$ cat src/rtl/dma_rw_scheduler.sv
// Arbitrates DDR3 DMA write/read bursts round-robin, walking each channel's
// address pointer through a wrapping frame and guarding every burst with a watchdog.
//
// state    | meaning
// IDLE     | no burst in flight, waiting for calibration and a request
// WR_ISSUE | write command presented for one cycle
// WR_WAIT  | waiting for the write burst-end strobe
// RD_ISSUE | read command presented for one cycle
// RD_WAIT  | counting read beats until BURST_LEN arrive
module dma_rw_scheduler #(
    parameter int          BURST_LEN  = 64,
    parameter int          ADDR_STEP  = 512,
    parameter logic [27:0] WR_BASE    = 28'h0000000,
    parameter logic [27:0] RD_BASE    = 28'h0000000,
    parameter logic [27:0] FRAME_SPAN = 28'h0100000,
    parameter int          TIMEOUT    = 4096
) (
    input  logic        I_Clk,
    input  logic        I_Rst,
    input  logic        I_Calib_Done,
    input  logic        I_Wr_Req,
    input  logic        I_Rd_Req,
    output logic        O_Wr_Start,
    output logic [27:0] O_Wr_Addr,
    output logic [2:0]  O_Wr_Cmd,
    output logic [7:0]  O_Wr_Burst_Len,
    input  logic        I_Wr_Burst_End,
    output logic        O_Rd_Start,
    output logic [27:0] O_Rd_Addr,
    output logic [2:0]  O_Rd_Cmd,
    output logic [7:0]  O_Rd_Burst_Len,
    input  logic        I_Rd_Valid,
    output logic        O_Busy,
    output logic        O_Err,
    output logic        O_Wr_Wrap,
    output logic        O_Rd_Wrap
);

    localparam int             WD_W    = (TIMEOUT > 1) ? $clog2(TIMEOUT) : 1;
    localparam logic [WD_W-1:0] WD_LOAD = WD_W'(TIMEOUT - 1);
    localparam logic [7:0]     BEATS   = 8'(BURST_LEN);
    localparam logic [28:0]    STEP    = 29'(ADDR_STEP);
    // Frame limits kept one bit wider so pointer+step cannot overflow the compare
    localparam logic [28:0]    WR_END  = {1'b0, WR_BASE} + {1'b0, FRAME_SPAN};
    localparam logic [28:0]    RD_END  = {1'b0, RD_BASE} + {1'b0, FRAME_SPAN};

    typedef enum logic [2:0] {
        IDLE,
        WR_ISSUE,
        WR_WAIT,
        RD_ISSUE,
        RD_WAIT
    } state_t;

    state_t          state;
    logic [27:0]     wr_ptr;
    logic [27:0]     rd_ptr;
    logic [7:0]      beat_cnt;
    logic [WD_W-1:0] wd_cnt;
    logic            last_wr;

    logic [28:0] wr_next;
    logic [28:0] rd_next;
    logic [7:0]  beat_next;

    assign wr_next   = {1'b0, wr_ptr} + STEP;
    assign rd_next   = {1'b0, rd_ptr} + STEP;
    assign beat_next = beat_cnt + 8'd1;

    assign O_Wr_Addr = wr_ptr;
    assign O_Rd_Addr = rd_ptr;
    assign O_Wr_Cmd  = 3'd0;
    assign O_Rd_Cmd  = 3'd1;

    always_ff @(posedge I_Clk) begin
        if (I_Rst) begin
            state          <= IDLE;
            wr_ptr         <= WR_BASE;
            rd_ptr         <= RD_BASE;
            beat_cnt       <= '0;
            wd_cnt         <= '0;
            last_wr        <= 1'b0;
            O_Wr_Start     <= 1'b0;
            O_Rd_Start     <= 1'b0;
            O_Wr_Burst_Len <= '0;
            O_Rd_Burst_Len <= '0;
            O_Wr_Wrap      <= 1'b0;
            O_Rd_Wrap      <= 1'b0;
            O_Busy         <= 1'b0;
            O_Err          <= 1'b0;
        end else begin
            O_Wr_Start     <= 1'b0;
            O_Rd_Start     <= 1'b0;
            O_Wr_Burst_Len <= '0;
            O_Rd_Burst_Len <= '0;
            O_Wr_Wrap      <= 1'b0;
            O_Rd_Wrap      <= 1'b0;
            case (state)
                IDLE: begin
                    if (I_Calib_Done) begin
                        // On a tie, the channel not served last wins
                        if (I_Wr_Req && (!I_Rd_Req || !last_wr)) begin
                            state          <= WR_ISSUE;
                            O_Wr_Start     <= 1'b1;
                            O_Wr_Burst_Len <= BEATS;
                            O_Busy         <= 1'b1;
                        end else if (I_Rd_Req) begin
                            state          <= RD_ISSUE;
                            O_Rd_Start     <= 1'b1;
                            O_Rd_Burst_Len <= BEATS;
                            O_Busy         <= 1'b1;
                        end
                    end
                end
                WR_ISSUE: begin
                    state  <= WR_WAIT;
                    wd_cnt <= WD_LOAD;
                end
                WR_WAIT: begin
                    if (I_Wr_Burst_End) begin
                        if (wr_next >= WR_END) begin
                            wr_ptr    <= WR_BASE;
                            O_Wr_Wrap <= 1'b1;
                        end else begin
                            wr_ptr <= wr_next[27:0];
                        end
                        last_wr <= 1'b1;
                        state   <= IDLE;
                        O_Busy  <= 1'b0;
                    end else if (wd_cnt == '0) begin
                        O_Err   <= 1'b1;
                        last_wr <= 1'b1;
                        state   <= IDLE;
                        O_Busy  <= 1'b0;
                    end else begin
                        wd_cnt <= wd_cnt - 1'b1;
                    end
                end
                RD_ISSUE: begin
                    state    <= RD_WAIT;
                    wd_cnt   <= WD_LOAD;
                    beat_cnt <= '0;
                end
                RD_WAIT: begin
                    if (I_Rd_Valid && (beat_next == BEATS)) begin
                        if (rd_next >= RD_END) begin
                            rd_ptr    <= RD_BASE;
                            O_Rd_Wrap <= 1'b1;
                        end else begin
                            rd_ptr <= rd_next[27:0];
                        end
                        last_wr <= 1'b0;
                        state   <= IDLE;
                        O_Busy  <= 1'b0;
                    end else if (wd_cnt == '0) begin
                        O_Err   <= 1'b1;
                        last_wr <= 1'b0;
                        state   <= IDLE;
                        O_Busy  <= 1'b0;
                    end else begin
                        wd_cnt <= wd_cnt - 1'b1;
                        if (I_Rd_Valid) beat_cnt <= beat_next;
                    end
                end
                default: begin
                    state  <= IDLE;
                    O_Busy <= 1'b0;
                end
            endcase
        end
    end

endmodule

$ cat config.mk
export PLATFORM = sky130hd
export DESIGN_NAME = dma_rw_scheduler
export DESIGN_NICKNAME = d
export VERILOG_FILES = /design/src/rtl/dma_rw_scheduler.sv
export SDC_FILE = /design/constraint.sdc
export NUM_CORES = 1
export LEC_CHECK = 0
export BUFFER_PORTS_ARGS = -buffer_cell sky130_fd_sc_hd__buf_2
export CORE_ASPECT_RATIO = 1.4
export CORE_MARGIN = 4
export CORE_UTILIZATION = 30
export CTS_CLUSTER_SIZE = 20
export DETAILED_ROUTE_END_ITERATION = 8
export HOLD_SLACK_MARGIN = 0.12
export PLACE_DENSITY_LB_ADDON = 0.08
export REMOVE_ABC_BUFFERS = 1
export SYNTH_ARGS = -nofsm -noshare
export SYNTH_HDL_FRONTEND = slang
export SYNTH_SLANG_ARGS = --single-unit
$ cat constraint.sdc
create_clock -name I_Clk -period 2.8 [get_ports I_Clk]
set_clock_uncertainty 0.2 [all_clocks]
set_input_delay 0.42 -clock I_Clk [delete_from_list [all_inputs] [get_ports I_Clk]]
set_output_delay 0.42 -clock I_Clk [all_outputs]
set_load 0.01 [all_outputs]
### Word level (Yosys, flattened, before mapping)

Index checks and enable logic that the tools add are counted.

* register bits after elaboration: 102
* bits in latches: 0
* memory bits (writable): 0
* bits in read-only memories: 0
* bits of input ports: 7
* output and inout port bits: 84
* logic and storage cells: 102
* memories kept: 0

* $add $sub $neg: 4
* multiply operators: 0
* div/mod/pow operators: 0
* magnitude comparators: 2
* eq/ne operators: 13
* shift operators: 0
* mux-type cells: 39
* bitwise gates (word level): 7
* reduce and logical (&&, ||, !) cells: 23

Operator list (count)
* 28-bit by 10-bit adder with 29-bit output (second input constant): 2
* 29-bit by 21-bit >= comparator with 1-bit output (second input constant): 2
* 28-bit 2-to-1 mux: 2
* 12-bit 2-to-1 mux: 3
* 12-bit case mux with 3 select lines: 1
* 8-bit 2-to-1 mux: 3
* 3-bit 2-to-1 mux: 6
* 1-bit 2-to-1 mux: 17
* 8-bit case mux with 2 select lines: 1
* 3-bit case mux with 5 select lines: 1
* 7-bit 2-to-1 mux: 2
* 12-bit zero test: 1
* 3-bit AND reduction: 4
* 12-bit by 1-bit subtractor with 12-bit output (second input constant): 1
* 2-bit != test (second input constant): 5
* 3-bit != test (second input constant): 3
* 3-bit OR reduction: 3
* 8-bit by 1-bit adder with 8-bit output (second input constant): 1
* 8-bit by 7-bit equality test with 1-bit output (second input constant): 1
* 1-bit NOT: 7
* 3-bit by 2-bit equality test with 1-bit output (second input constant): 2
* 2-bit AND reduction: 3
* 1-bit case mux with 2 select lines: 2
* 1-bit case mux with 4 select lines: 1
* 11 further kinds: 14

### Logic depth before layout (Yosys ltp)

Gate-level depths: netlist of the first run.

* depth in word-level cells: 6
* depth in mapped cells: 10
* depth with buffers taken out: 8

### Worst setup path after synthesis of the first run

Ideal clock, no wire load.

* path type: register to register
* start point: reg wd_cnt[0]
* end point: reg wd_cnt[0]
* setup time: 0.079 ns
* arrival: 2.318 ns
* required time: 2.521 ns
* slack: 0.202 ns
* stages on the path, launching flop included: 11
* buffers on the path: 2
* period minus slack after synthesis: 2.598 ns
* path through: dfxtp_1 inv_1 ha_1 or3b_2 o41ai_1 o211ai_1 o31ai_4 buf_6 buf_6 nor3_1 a211oi_2

* longest elaborated chain between the ends: 4
* elaborated cells between the ends (all ways): 6
* those cells by class: add/sub: 1; mux: 4; reduce/logical: 1

RTL lines
* start, declared: line 59 `logic [WD_W-1:0] wd_cnt;`
* start signal, assigned: line 136 `wd_cnt <= wd_cnt - 1'b1;`
* start signal, assigned: line 161 `wd_cnt <= wd_cnt - 1'b1;`
* 12-bit by 1-bit subtractor with 12-bit output / 12-bit zero test (equally long branches)
* 12-bit 2-to-1 mux *: line 130, 155
* 12-bit 2-to-1 mux, on equally long branches: line 145, 120
* 12-bit case mux with 3 select lines *: line 98 `case (state)`

Every way passes the cells marked *; elsewhere a longest branch is shown, timed or not. The select of a mux whose other input is x is not followed.
A chain may end at the register's enable or synchronous reset.

### Worst setup path in the final report of the first run

* start point: reg beat_cnt[0]
* end point: reg rd_ptr[18] (netlist: O_Rd_Addr[18])

* longest elaborated chain between the ends: 4

RTL lines
* start, declared: line 58 `logic [7:0] beat_cnt;`
* start signal, assigned: line 162 `if (I_Rd_Valid) beat_cnt <= beat_next;`
* 8-bit by 1-bit adder with 8-bit output: line 68 `assign beat_next = beat_cnt + 8'd1;`
* 8-bit by 7-bit equality test with 1-bit output: line 145 `if (I_Rd_Valid && (beat_next == BEATS)) begin`
* 1-bit logical AND: line 145
* 2-bit AND reduction (no source line)
* end signal, assigned: line 150 `rd_ptr <= rd_next[27:0];`
* end, declared: line 57 `logic [27:0] rd_ptr;`

Every way passes these cells.

==> results of run 1 <==
## cell type report
| type | instances | area [µm²] |
|---|---|---|
| multi-input cells | 350 | 2253 |
| clock buffers | 10 | 229.0 |
| fillers | 1306 | 7769 |
| inverters | 13 | 48.80 |
| clock inverters | 6 | 136.4 |
| flip-flops and latches | 68 | 1363 |
| repair buffers | 83 | 505.5 |
| well taps | 150 | 187.7 |
## state kept, by name (all words and copies together) (netlist names)
signal / cells
O_Rd_Addr: 19
O_Wr_Addr: 19
wd_cnt: 12
beat_cnt: 8
state: 3
O_Busy: 1
O_Err: 1
O_Rd_Start: 1
O_Rd_Wrap: 1
O_Wr_Start: 1
O_Wr_Wrap: 1
last_wr: 1
## routing by layer
metal  track usage  up-vias  part of all wire
li1              -     1765                 -
met5             0        -                 0
met3       0.03949       11             0.057
met4       0.05322        0             0.015
met1        0.1634     1625              0.43
met2        0.2330      108              0.50
## metrics by stage
stage               cells  hold WS [ps]  utilization
floorplan             430         246.8            -
global placement      660         261.7       0.3436
detailed placement    660         273.8       0.3436
CTS                   676         122.0       0.3728
global route          680         128.0       0.3781
finish                680         138.0       0.3781
## report_power, final
group,internal (mW),total (mW),switching [mW]
Sequential,1.00,1.04,0.0363
Combinational,0.102,0.272,0.170
Clock,0.962,1.41,0.444
## Yosys cell counts (all sizes together) (7+ instances only)
master	count	area [µm²]
buf	44	332.8
inv	13	48.80
nor2	23	86.33
dfxtp	68	1361
nand2	27	101.4
clkbuf	14	52.55
and2	14	87.58
nor4	7	50.05
o21ai	11	55.05
nor3	24	125.1
or3	15	93.84
a21oi	14	70.07
xor2	8	70.07
or4	13	101.4
o31ai	12	117.6
nand3	21	117.6
nand4	18	118.9
a31oi	13	81.33
## timing repair
| action | CTS | global route |
|---|---|---|
| resized for setup | 0 | 8 |
| setup buffers | 0 | 3 |
| endpoints found under the setup margin | 0 | 26 |
## path summary, 6_finish.rpt
check                                         startpoint                    endpoint  slack, ps  cells after the start
worst max-delay path            beat_cnt[0]$_SDFFE_PP0P_  O_Rd_Addr[18]$_SDFFE_PP0P_        160                      7
worst min-delay path                            I_Rd_Req       O_Rd_Start$_SDFF_PP0_        140                      3
worst max register to register  beat_cnt[0]$_SDFFE_PP0P_  O_Rd_Addr[18]$_SDFFE_PP0P_        160                      7
worst min register to register        O_Err$_SDFFE_PP0P_          O_Err$_SDFFE_PP0P_        290                      2
## logic make-up after synthesis
kind of cell | share of synthesized area
compound gates | 0.1771
fa+ha+maj | 0.01616
buf+inv | 0.1122
simple gates | 0.3016
flops | 0.3516
other cells | 0.001940
xor+xnor | 0.03167
mux | 0.007757
## layout by cell type (no fill, tap or decap), drive strengths merged, types with 11 or more instances in the layout
cell	n
nand4	18
and2	14
nand2	27
nand3	22
a21oi	14
buf	83
dfxtp	68
inv	13
o31ai	12
nor3	24
or3	15
nor2	23
a31oi	13
or4	13
conb	38
o21ai	11
## worst reg2reg max path, cell delays in order (launching register included)
cell	delay, ps
dfxtp_1	330
buf_4	140
nand3_1	150
or4_1	580
o311ai_4	160
nand3_4	170
or4_1	530
a221oi_1	290
==> impl_metrics.ini, run 1 <==
[run_status]
status = completed

[placed_design]
port_buffers = 52
dp_hpwl_mm = 7.295
place_ws_ps = 30.08
placed_area_mm2 = 0.004292
globalplace.congestion = 0.7629

[global_routing]
grt_antenna_before_repair = 0
grt_usage = 0.1368
grt_pass1_vias = 3218
grt_pass1_wl_mm = 16.50
overflow = 0
grt_start_max_net_pins = 27

[power]
leakage_nw = 1.861
ir_drop_mv = 0.2567
power_density_mw_per_mm2 = 575.5
finalPower_mw = 2.718

[setup_path]
crit_family = simple AND/OR/NAND/NOR gates
slowest_delay_ps = 580
cp_max_fo = 7
cp.required_ps = 2840
cpMostUsedCell = or4_1
cp_slowest_cell = or4_1
setup.worst_path.class = reg -> reg
cp.arrival_ps = 2680
worst-path-buf-inv = 1
cp_cell_sequence = buf_4 > nand3_1 > or4_1 > o311ai_4 > nand3_4 > or4_1 > a221oi_1
crit_path_end_kind = flop
start_kind = flop

[timing]
max-slew-margin-rel = 0.6382
fin_ws_ps = 159.9
setup_viol = 0
hold_violations = 0
slew_violations = 0
final.min_clock_period_ps = 2640
finalCritPeriodShare = 0.9429
fmax_mhz = 378.8
fin_setup_tns_ps = 0
rsz0062_at_grt = no
tightest_slew_ps = 542.7

[yosys]
synth_cell_type_count = 68
synth_warnings = 0
synth-edff-count = 0
synth-main-ff-cell = dfxtp_1
ys_ff_latch = 68
synth_cells = 452
syn_area_per_cell_um2 = 8.565
netlist_area_mm2 = 0.003871
async_reset_ff_frac = 0
yosysSeqAreaShare = 0.3516

[finish]
nNetsFinal = 537
drive_above_1_share = 0.2321
final_area_mm2 = 0.004723
areaGrowthSynthToFinish_pct = 22.01
diodes = 0

[detailed_routing]
drtIter0Drc = 131
antenna_left = 0
routed-via-count = 3509
dr.pass1.iters = 4
wl_per_cell_um = 15.10
vias_per_cell = 5.160
drc = 0
drt-total-wl_mm = 10.27

[clocking]
tritoncts = built
clock_sinks = 68
clk_pin_slew_ps = 60
cts_max_path_buffers = 2
ctsHtreeMaxLevel = 3
clkLatencyLatePin_ps = 340
cts-buffers-inserted = 9
postCtsHoldBufs = 0
ctsRootBufferMaster = clkbuf_16

[die]
rows = 48
die_y_um = 142.4
coreArea_mm2 = 0.01249
die_x_um = 104.0
ios = 91
dieArea_mm2 = 0.01481
start_util = 0.3099

[min_path]
hold_class = in -> reg

[flow_run]
maxCapViolCount = 0
(Power assumes the default switching activity.)
==> run 2: changes to the inputs <==
CORE_UTILIZATION = 54   (was 30)
==> impl_metrics.ini, run 2 (synthesis results as in run 1) <==
[clocking]
clock_sinks = 68
cts_max_path_buffers = 2
tritoncts = built
ctsRootBufferMaster = clkbuf_8
ctsHtreeMaxLevel = 3
clkLatencyLatePin_ps = 350
clk_pin_slew_ps = 80
cts-buffers-inserted = 9

[global_routing]
overflow = 0
grt_pass1_wl_mm = 14.61
grt_antenna_before_repair = 0
grt_start_max_net_pins = 23
grt_usage = 0.2117
grt_pass1_vias = 3189

[detailed_routing]
wl_per_cell_um = 14.41
drt-total-wl_mm = 8.978
antenna_left = 0
vias_per_cell = 5.695
routed-via-count = 3548
drc = 0
drtIter0Drc = 154
dr.pass1.iters = 4

[power]
power_density_mw_per_mm2 = 480.2
finalPower_mw = 2.161
leakage_nw = 1.794
ir_drop_mv = 0.3155

[setup_path]
crit_path_end_kind = flop
r2r_end = O_Rd_Addr[19]$_SDFFE_PP0P_
cp.required_ps = 2860
setup.worst_path.class = reg -> reg
slowest_delay_ps = 540
worst_r2r_path_depth = 8
r2r_start = beat_cnt[1]$_SDFFE_PP0P_
cp_slowest_cell = or4_1
cp_cell_sequence = ha_4 > nand4_1 > o311ai_0 > buf_4 > o211a_1 > nand3_4 > or4_1 > a221oi_1
cp.arrival_ps = 2720
reg2reg_setup_slack_ps = 140
start_kind = flop
cp_max_fo = 12

[finish]
layout.filler_cells = 615
nNetsFinal = 536
layout_commonest_cell = dfxtp_1
stdcell_count = 623
drive_above_1_share = 0.2235
diodes = 0
layout_common_cells = dfxtp_1, buf_2, conb_1
areaGrowthSynthToFinish_pct = 16.26

[die]
rows = 36
die_y_um = 108.2
ios = 91
start_util = 0.5545
coreArea_mm2 = 0.006982
die_x_um = 79.56
dieArea_mm2 = 0.008607

[min_path]
hold_class = in -> reg
min_from = I_Calib_Done
hold_depth = 3
hold_end = state[0]$_SDFFE_PP0P_

[placed_design]
port_buffers = 52
dp_hpwl_mm = 6.353
place_ws_ps = -0.5025
dp.cells = 603
globalplace.congestion = 0.8054

[timing]
final.min_clock_period_ps = 2660
fin_setup_tns_ps = 0
tightest_slew_ps = 485.1
fmax_mhz = 375.9
slew_violations = 0
finalCritPeriodShare = 0.9502
max-slew-margin-rel = 0.6725
setup_viol = 0
fin_ws_ps = 139.5
hold_violations = 0

[flow_run]
maxCapViolCount = 0

[run_status]
status = completed
-- run 2: critical path, delay by kind of cell, from the launching register on --
kind            cells  cell delay, ps
fa+ha+maj           1             190
flops               1             420
buf+inv             1             200
simple gates        3             880
compound gates      3             670
-- run 2: per-stage QoR --
step / area [µm²] / hold WS, ps / util
3_3_place_gp: 4195 / 263.6 / 0.6009
6_report: 4501 / 199.5 / 0.6446
4_1_cts: 4425 / 185.7 / 0.6339
3_5_place_dp: 4195 / 271.0 / 0.6009
5_1_grt: 4501 / 224.8 / 0.6446
2_1_floorplan: 3621 / 246.8 / -
-- run 2: repair_timing --
action                                  4_1_cts  5_1_grt
buffers inserted                              0        3
endpoints found under the setup margin        6       26
pin swaps                                     0        2
endpoints found under the hold margin         2        0
gates resized for setup                       1        9
hold buffers                                  2        0
-- run 2: final cells by class --
| class | count | area [µm²] | share of cell area |
|---|---|---|---|
| sequential | 68 | 1364 | 0.3030 |
| tap | 95 | 118.9 | 0.02641 |
| timing repair buffer | 83 | 498.0 | 0.1106 |
| inverter | 13 | 48.80 | 0.01084 |
| clock inverter | 1 | 30.03 | 0.006672 |
| clock buffer | 14 | 172.7 | 0.03837 |
| multi-input combinational | 349 | 2268 | 0.5040 |
-- run 2: power by group --
| part | internal, mW | switching, mW |
|---|---|---|
| registers | 1.00 | 0.0362 |
| logic | 0.107 | 0.176 |
| clock network | 0.481 | 0.359 |
-- run 2: metal layers --
layer / global-route usage / part of all wire / wire, µm / up-vias
li1: - / - / - / 1758
met1: 0.2604 / 0.42 / 3789 / 1679
met2: 0.3650 / 0.52 / 4627 / 100
met3: 0.03667 / 0.048 / 434 / 11
met4: 0.08108 / 0.014 / 127 / 0
met5: 0 / 0 / 0 / -
-- run 2: worst max-delay path by stage --
stage                              from                         end  slack [ps]  depth (start not counted)
2_1_floorplan  beat_cnt[5]$_SDFFE_PP0P_         O_Busy$_SDFFE_PP0P_         100                          6
3_3_place_gp     wd_cnt[0]$_SDFFE_PP0P_      wd_cnt[9]$_SDFFE_PP0P_          60                          9
3_5_place_dp     wd_cnt[0]$_SDFFE_PP0P_     wd_cnt[11]$_SDFFE_PP0P_        -0.5                          9
4_1_cts          wd_cnt[0]$_SDFFE_PP0P_     wd_cnt[11]$_SDFFE_PP0P_          60                          9
5_1_grt        beat_cnt[1]$_SDFFE_PP0P_  O_Rd_Addr[14]$_SDFFE_PP0P_          -8                          8
6_report       beat_cnt[1]$_SDFFE_PP0P_  O_Rd_Addr[19]$_SDFFE_PP0P_         140                          8
